$ cat src/rtl/sdram_sched.sv
// SDRAM sequencing controller: power-up init, then one-at-a-time arbitration
// of periodic refresh, write bursts and read bursts for the command generator.
module sdram_sched #(
  parameter int unsigned T_POWERUP   = 20000,
  parameter int unsigned T_RP        = 2,
  parameter int unsigned T_RFC       = 7,
  parameter int unsigned T_MRD       = 3,
  parameter int unsigned T_RCD       = 2,
  parameter int unsigned CAS_LAT     = 3,
  parameter int unsigned T_WR        = 2,
  parameter int unsigned INIT_AR_NUM = 8,
  parameter int unsigned REF_PERIOD  = 780
) (
  input  logic       clk,
  input  logic       rst_n,
  input  logic       sdram_wr_req,
  input  logic       sdram_rd_req,
  input  logic [9:0] sdram_wr_burst,
  input  logic [9:0] sdram_rd_burst,
  output logic       sdram_wr_ack,
  output logic       sdram_rd_ack,
  output logic       sdram_init_done,
  output logic [4:0] init_state,
  output logic [3:0] work_state,
  output logic [9:0] cnt_clk,
  output logic       sdram_rd_wr
);

  localparam logic [4:0] I_NOP  = 5'd0;
  localparam logic [4:0] I_PRE  = 5'd1;
  localparam logic [4:0] I_TRP  = 5'd2;
  localparam logic [4:0] I_AR   = 5'd3;
  localparam logic [4:0] I_TRF  = 5'd4;
  localparam logic [4:0] I_MRS  = 5'd5;
  localparam logic [4:0] I_TRSC = 5'd6;
  localparam logic [4:0] I_DONE = 5'd7;

  localparam logic [3:0] W_IDLE   = 4'd0;
  localparam logic [3:0] W_ACTIVE = 4'd1;
  localparam logic [3:0] W_TRCD   = 4'd2;
  localparam logic [3:0] W_READ   = 4'd3;
  localparam logic [3:0] W_CL     = 4'd4;
  localparam logic [3:0] W_RD     = 4'd5;
  localparam logic [3:0] W_WRITE  = 4'd6;
  localparam logic [3:0] W_WD     = 4'd7;
  localparam logic [3:0] W_TWR    = 4'd8;
  localparam logic [3:0] W_PRE    = 4'd9;
  localparam logic [3:0] W_TRP    = 4'd10;
  localparam logic [3:0] W_AR     = 4'd11;
  localparam logic [3:0] W_TRFC   = 4'd12;

  localparam int unsigned PW_W = (T_POWERUP > 1)   ? $clog2(T_POWERUP + 1)   : 1;
  localparam int unsigned RF_W = (REF_PERIOD > 1)  ? $clog2(REF_PERIOD + 1)  : 1;
  localparam int unsigned AR_W = (INIT_AR_NUM > 1) ? $clog2(INIT_AR_NUM + 1) : 1;

  // Power-up wait is longer than cnt_clk can count, so it has its own counter.
  logic [PW_W-1:0] pwr_cnt;
  logic [AR_W-1:0] ar_cnt;
  logic [RF_W-1:0] ref_cnt;
  logic            ref_pending;
  logic [9:0]      burst;
  logic [4:0]      init_next;
  logic [3:0]      work_next;
  logic            load;
  logic            load_rd;
  logic [9:0]      burst_sel;
  logic            ref_wrap;

  assign sdram_init_done = (init_state == I_DONE);
  assign sdram_wr_ack    = (work_state == W_WRITE) || (work_state == W_WD);
  assign ref_wrap        = sdram_init_done && (ref_cnt == RF_W'(REF_PERIOD - 1));
  assign burst_sel       = load_rd ? sdram_rd_burst : sdram_wr_burst;

  always_comb begin
    init_next = init_state;
    case (init_state)
      I_NOP:  if (pwr_cnt == PW_W'(T_POWERUP - 1)) init_next = I_PRE;
      I_PRE:  init_next = I_TRP;
      I_TRP:  if (cnt_clk == 10'(T_RP - 1)) init_next = I_AR;
      I_AR:   init_next = I_TRF;
      I_TRF:  if (cnt_clk == 10'(T_RFC - 1))
                init_next = (ar_cnt == AR_W'(INIT_AR_NUM)) ? I_MRS : I_AR;
      I_MRS:  init_next = I_TRSC;
      I_TRSC: if (cnt_clk == 10'(T_MRD - 1)) init_next = I_DONE;
      I_DONE: init_next = I_DONE;
      default: init_next = I_NOP;
    endcase
  end

  always_comb begin
    work_next = work_state;
    load      = 1'b0;
    load_rd   = 1'b0;
    if (init_state == I_DONE) begin
      case (work_state)
        W_IDLE: begin
          if (ref_pending) begin
            work_next = W_AR;
          end else if (sdram_wr_req) begin
            work_next = W_ACTIVE;
            load      = 1'b1;
          end else if (sdram_rd_req) begin
            work_next = W_ACTIVE;
            load      = 1'b1;
            load_rd   = 1'b1;
          end
        end
        W_ACTIVE: work_next = W_TRCD;
        W_TRCD:   if (cnt_clk == 10'(T_RCD - 1)) work_next = sdram_rd_wr ? W_READ : W_WRITE;
        // Single-beat writes have no W_WD cycles at all.
        W_WRITE:  work_next = (burst == 10'd1) ? W_TWR : W_WD;
        W_WD:     if (cnt_clk == burst - 10'd2) work_next = W_TWR;
        W_TWR:    if (cnt_clk == 10'(T_WR - 1)) work_next = W_PRE;
        W_READ:   work_next = (CAS_LAT > 1) ? W_CL : W_RD;
        W_CL:     if (cnt_clk == 10'(CAS_LAT - 2)) work_next = W_RD;
        W_RD:     if (cnt_clk == burst - 10'd1) work_next = W_PRE;
        W_PRE:    work_next = W_TRP;
        W_TRP:    if (cnt_clk == 10'(T_RP - 1)) work_next = W_IDLE;
        W_AR:     work_next = W_TRFC;
        W_TRFC:   if (cnt_clk == 10'(T_RFC - 1)) work_next = W_IDLE;
        default:  work_next = W_IDLE;
      endcase
    end
  end

  always_ff @(posedge clk or negedge rst_n) begin
    if (!rst_n) begin
      init_state   <= I_NOP;
      work_state   <= W_IDLE;
      cnt_clk      <= '0;
      sdram_rd_wr  <= 1'b1;
      sdram_rd_ack <= 1'b0;
      pwr_cnt      <= '0;
      ar_cnt       <= '0;
      ref_cnt      <= '0;
      ref_pending  <= 1'b0;
      burst        <= 10'd1;
    end else begin
      init_state <= init_next;
      work_state <= work_next;

      if ((init_next != init_state) || (work_next != work_state)) cnt_clk <= '0;
      else if (cnt_clk != '1) cnt_clk <= cnt_clk + 10'd1;

      if (init_state == I_NOP) pwr_cnt <= pwr_cnt + 1'b1;
      if (init_state == I_AR)  ar_cnt  <= ar_cnt + 1'b1;

      if (load) begin
        sdram_rd_wr <= load_rd;
        burst       <= (burst_sel == '0) ? 10'd1 : burst_sel;
      end

      // Registered to line up with the command-register stage downstream.
      sdram_rd_ack <= (work_state == W_RD);

      if (sdram_init_done) ref_cnt <= ref_wrap ? '0 : ref_cnt + 1'b1;

      // A wrap coinciding with W_AR entry is a fresh request and must survive.
      if (ref_wrap) ref_pending <= 1'b1;
      else if ((work_state == W_IDLE) && (work_next == W_AR)) ref_pending <= 1'b0;
    end
  end

endmodule

$ cat config.mk
export PLATFORM = sky130hd
export DESIGN_NAME = sdram_sched
export DESIGN_NICKNAME = d
export VERILOG_FILES = /design/src/rtl/sdram_sched.sv
export SDC_FILE = /design/constraint.sdc
export NUM_CORES = 1
export LEC_CHECK = 0
export ABC_AREA = 0
export BUFFER_PORTS_ARGS = -buffer_cell sky130_fd_sc_hd__clkbuf_2
export CAP_MARGIN = 10
export CORE_MARGIN = 2
export CORE_UTILIZATION = 50
export DETAILED_ROUTE_END_ITERATION = 7
export GPL_TIMING_DRIVEN = 0
export PLACE_DENSITY = 0.76
export SKIP_CTS_REPAIR_TIMING = 1
export SYNTH_ARGS = -nofsm -noshare
export SYNTH_HDL_FRONTEND = slang
export SYNTH_SLANG_ARGS = --single-unit
$ cat constraint.sdc
create_clock -name clk -period 7.4 [get_ports clk]
set_clock_uncertainty 0.05 [all_clocks]
set_input_delay 0.37 -clock clk [delete_from_list [all_inputs] [get_ports clk]]
set_output_delay 0.37 -clock clk [all_outputs]
set_load 0.02 [all_outputs]
==> results.yml <==
die:
  die_w_um: 93.0
  pin_count: 47
  core-area_um2: 7690
  dieArea_um2: 8660
  die_height_um: 93.0
  core.rowCount: 32
  start_util_pct: 51.6
critical_path:
  cp.arrival_ns: 3.81
  crit_path_top_delay_cell: "o41ai_2"
  crit_path_max_incr_delay_ns: 0.84
  crit_path_end_kind: "flop"
  criticalPathCategory: "flop to flop"
  start_kind: "flop"
  crit_required_ns: 7.51
  cp_common_cell: "nand2_1"
  critical_path.cell_chain: "clkbuf_1, inv_1, ha_1, nor4b_2, nand2_1, xnor2_1, nor4_1, nand2_1, o41ai_2, a211oi_1"
  crit_fanout: 10
grt:
  grt_max_degree: 62
  antenna_found_initial: 0
  grt_pass1_vias: 3357
  grtUsageTotal_pct: 22.9
  grt_pass1_wl_um: 15900
  overflow: 0
clock_tree:
  cts_buffers: 9
  tritoncts: "built"
  h-tree-depth: 3
  clk_latency_ns: 0.34
  clk_path_buf_depth: 2
  cts_root_buffer: "clkbuf_8"
  clk_transition_reported_paths_ns: 0.07
  clock-sinks: 61
layout:
  nets: 523
  synthToLayoutAreaGrowth_pct: 14.0
  post-route-util_pct: 58.8
  final_cells: 596
  drive_gt1_share_pct: 16.6
  diodes: 0
  fin_area_um2: 4520
synth:
  synth.cell_area_um2: 3960
  async_flop_share_pct: 100
  seq_area_frac_synth_pct: 38.6
  synth_top_area_share_pct: 37.2
  synth_cells: 431
  yosys_most_used_dff: "dfrtp_1"
  yosysUniqueCellTypes: 66
  yosys_register_bits: 61
  synth_edf_count: 0
  ys_warn_count: 0
  synth_top_cells_by_area: "dfrtp_1 (37%), xnor2_1 (5.3%), xor2_1 (5.1%)"
  syn_avg_cell_area_um2: 9.20
  synth_area_leader_cell: "dfrtp_1"
place:
  place_congestion: 0.879
  port_buffers: 46
  placed_cell_area_um2: 4330
  dp_cells: 580
  hpwl_um: 6770
timing:
  fin_crit_sh_pct: 50.0
  worst_pin_slew_ns: 1.04
  rsz0062_at_grt: "false"
  slew_headroom_pct: 30.1
  fin_tns_setup_ns: 0
  finalHoldViolations: 0
  fmax_mhz: 270
  whs_ns: 0.107
  final.min_clock_period_ns: 3.70
  setup_violations: 0
  slew_violations: 0
outcome:
  status: "finished, final reports clean"
drt:
  dr.pass1.iters: 5
  vias: 3488
  ant_nets: 0
  wl_per_cell_um: 15.6
  first_iter_violations: 180
  drt-total-wl_um: 9290
  drc: 0
  vias_per_cell: 5.85
power:
  p_leak_nw: 2.07
  p_per_area_nw_per_um2: 158
  irDropWorstVdd_mv: 0.0855
hold_path:
  min_path_type: "primary input to async pin"
run:
  cap_violations: 0
[state kept, by name, summed over array words and instances (netlist names)]
register / count
sdram_rd_wr: 1
ar_cnt: 4
ref_cnt: 10
ref_pending: 1
burst: 10
sdram_rd_ack: 1
init_state: 5
work_state: 4
cnt_clk: 10
pwr_cnt: 15
[final timing paths]
kind	to	slack, ns	startpoint	cells after the start
max	cnt_clk[0]$_DFFE_PN0P_	3.70	burst[2]$_DFFE_PN0P_	10
min in group clk	burst[5]$_DFFE_PN0P_	0.30	sdram_rd_burst[5]	3
min	ref_cnt[7]$_DFFE_PN0P_	0.11	rst_n	1
min reg2reg	pwr_cnt[14]$_DFFE_PN0P_	0.43	pwr_cnt[14]$_DFFE_PN0P_	1
max in group asynchronous	ar_cnt[0]$_DFFE_PN0P_	6.65	rst_n	1
max reg2reg	cnt_clk[0]$_DFFE_PN0P_	3.70	burst[2]$_DFFE_PN0P_	10
[power by group]
part           switching, mW  internal, mW  total [mW]
Clock                  0.131         0.164       0.295
Combinational         0.0271        0.0252      0.0523
Sequential            0.0190         0.350       0.369
[logic make-up after synthesis]
logic type | Yosys count | synth area share [%]
XOR/XNOR | 48 | 11.0
AO/OA/AOI/OAI | 82 | 14.9
buffers and inverters | 37 | 3.72
AND/OR/NAND/NOR | 178 | 24.7
other | 1 | 0.0946
flip-flops | 61 | 38.6
adder cells (fa/ha/maj) | 10 | 3.16
multiplexers | 14 | 3.91
[metal layers]
| layer | vias up | track usage (%) | part of all wire, % |
|---|---|---|---|
| met5 | - | 0 | 0 |
| met4 | 0 | 5.76 | 1.3 |
| met3 | 14 | 4.75 | 4.2 |
| met2 | 93 | 39.1 | 49 |
| met1 | 1694 | 30.0 | 45 |
| li1 | 1687 | - | - |
[critical path: cells and delay by family, from the launching register on]
family,cells,cell delay (ns)
DFF,1,0.36
AOI/OAI and AO/OA,2,1.00
xor gates and xnor gates,1,0.16
and+or+nand+nor,4,1.32
buffers and inverters,2,0.33
adders and majority gates,1,0.30
[cell usage after synthesis, types with 2 or more instances]
| cell | number |
|---|---|
| a31o_2 | 2 |
| o31ai_1 | 4 |
| or4_1 | 2 |
| mux2i_1 | 11 |
| a211oi_1 | 15 |
| and3_1 | 9 |
| nor2b_1 | 4 |
| nor4b_1 | 3 |
| ha_1 | 10 |
| nand2b_1 | 8 |
| nor2_1 | 30 |
| nand4b_1 | 2 |
| buf_1 | 2 |
| nand3b_1 | 5 |
| xor2_1 | 23 |
| nor4_1 | 10 |
| o211ai_1 | 3 |
| inv_1 | 16 |
| and2_1 | 2 |
| a21boi_0 | 2 |
| dfrtp_1 | 59 |
| xnor2_1 | 24 |
| a21oi_1 | 7 |
| a311oi_1 | 2 |
| dfstp_2 | 2 |
| o211a_1 | 2 |
| and4b_1 | 2 |
| or2_2 | 5 |
| o31a_1 | 2 |
| nor3b_1 | 3 |
| a22oi_1 | 2 |
| a31oi_1 | 5 |
| o21ai_0 | 18 |
| a21o_1 | 3 |
| a32oi_1 | 3 |
| nor3_1 | 13 |
| or3_1 | 3 |
| nand2_1 | 38 |
| mux2_2 | 2 |
| clkbuf_1 | 17 |
| nand3_1 | 14 |
| nand4_1 | 18 |
[metrics by stage]
step | total power [mW] | worst slack (ns)
floorplan | 0.401 | 4.46
global placement | 0.425 | 3.82
detailed placement | 0.427 | 3.79
CTS | 0.722 | 3.71
global route | 0.749 | 3.39
finish | 0.716 | 3.70
[cell usage in the layout, fill, tap and decap left out, types with 5 or more instances in the layout]
cell	count
o21ai_0	18
clkbuf_8	10
a21oi_1	7
nor2_1	30
ha_1	10
nand3b_1	5
clkbuf_1	19
nor3_1	13
nand2_1	38
a211oi_1	15
nand3_1	14
xor2_1	23
a31oi_1	5
xnor2_1	24
mux2i_1	11
inv_1	16
nand2b_1	8
nor4_1	10
or2_2	5
clkbuf_2	45
nand4_1	18
and3_1	9
dfrtp_1	59
[cell type report]
cell class                 count  area (µm²)
multi-input combinational    334        2290
sequential                    61        1530
fill                         702        3170
inverter                      16        60.1
timing repair buffer          46         233
buffer                        21        87.6
tap                          102         128
clock inverter                 4        47.5
clock buffer                  12         145
(Power assumes the default switching activity.)
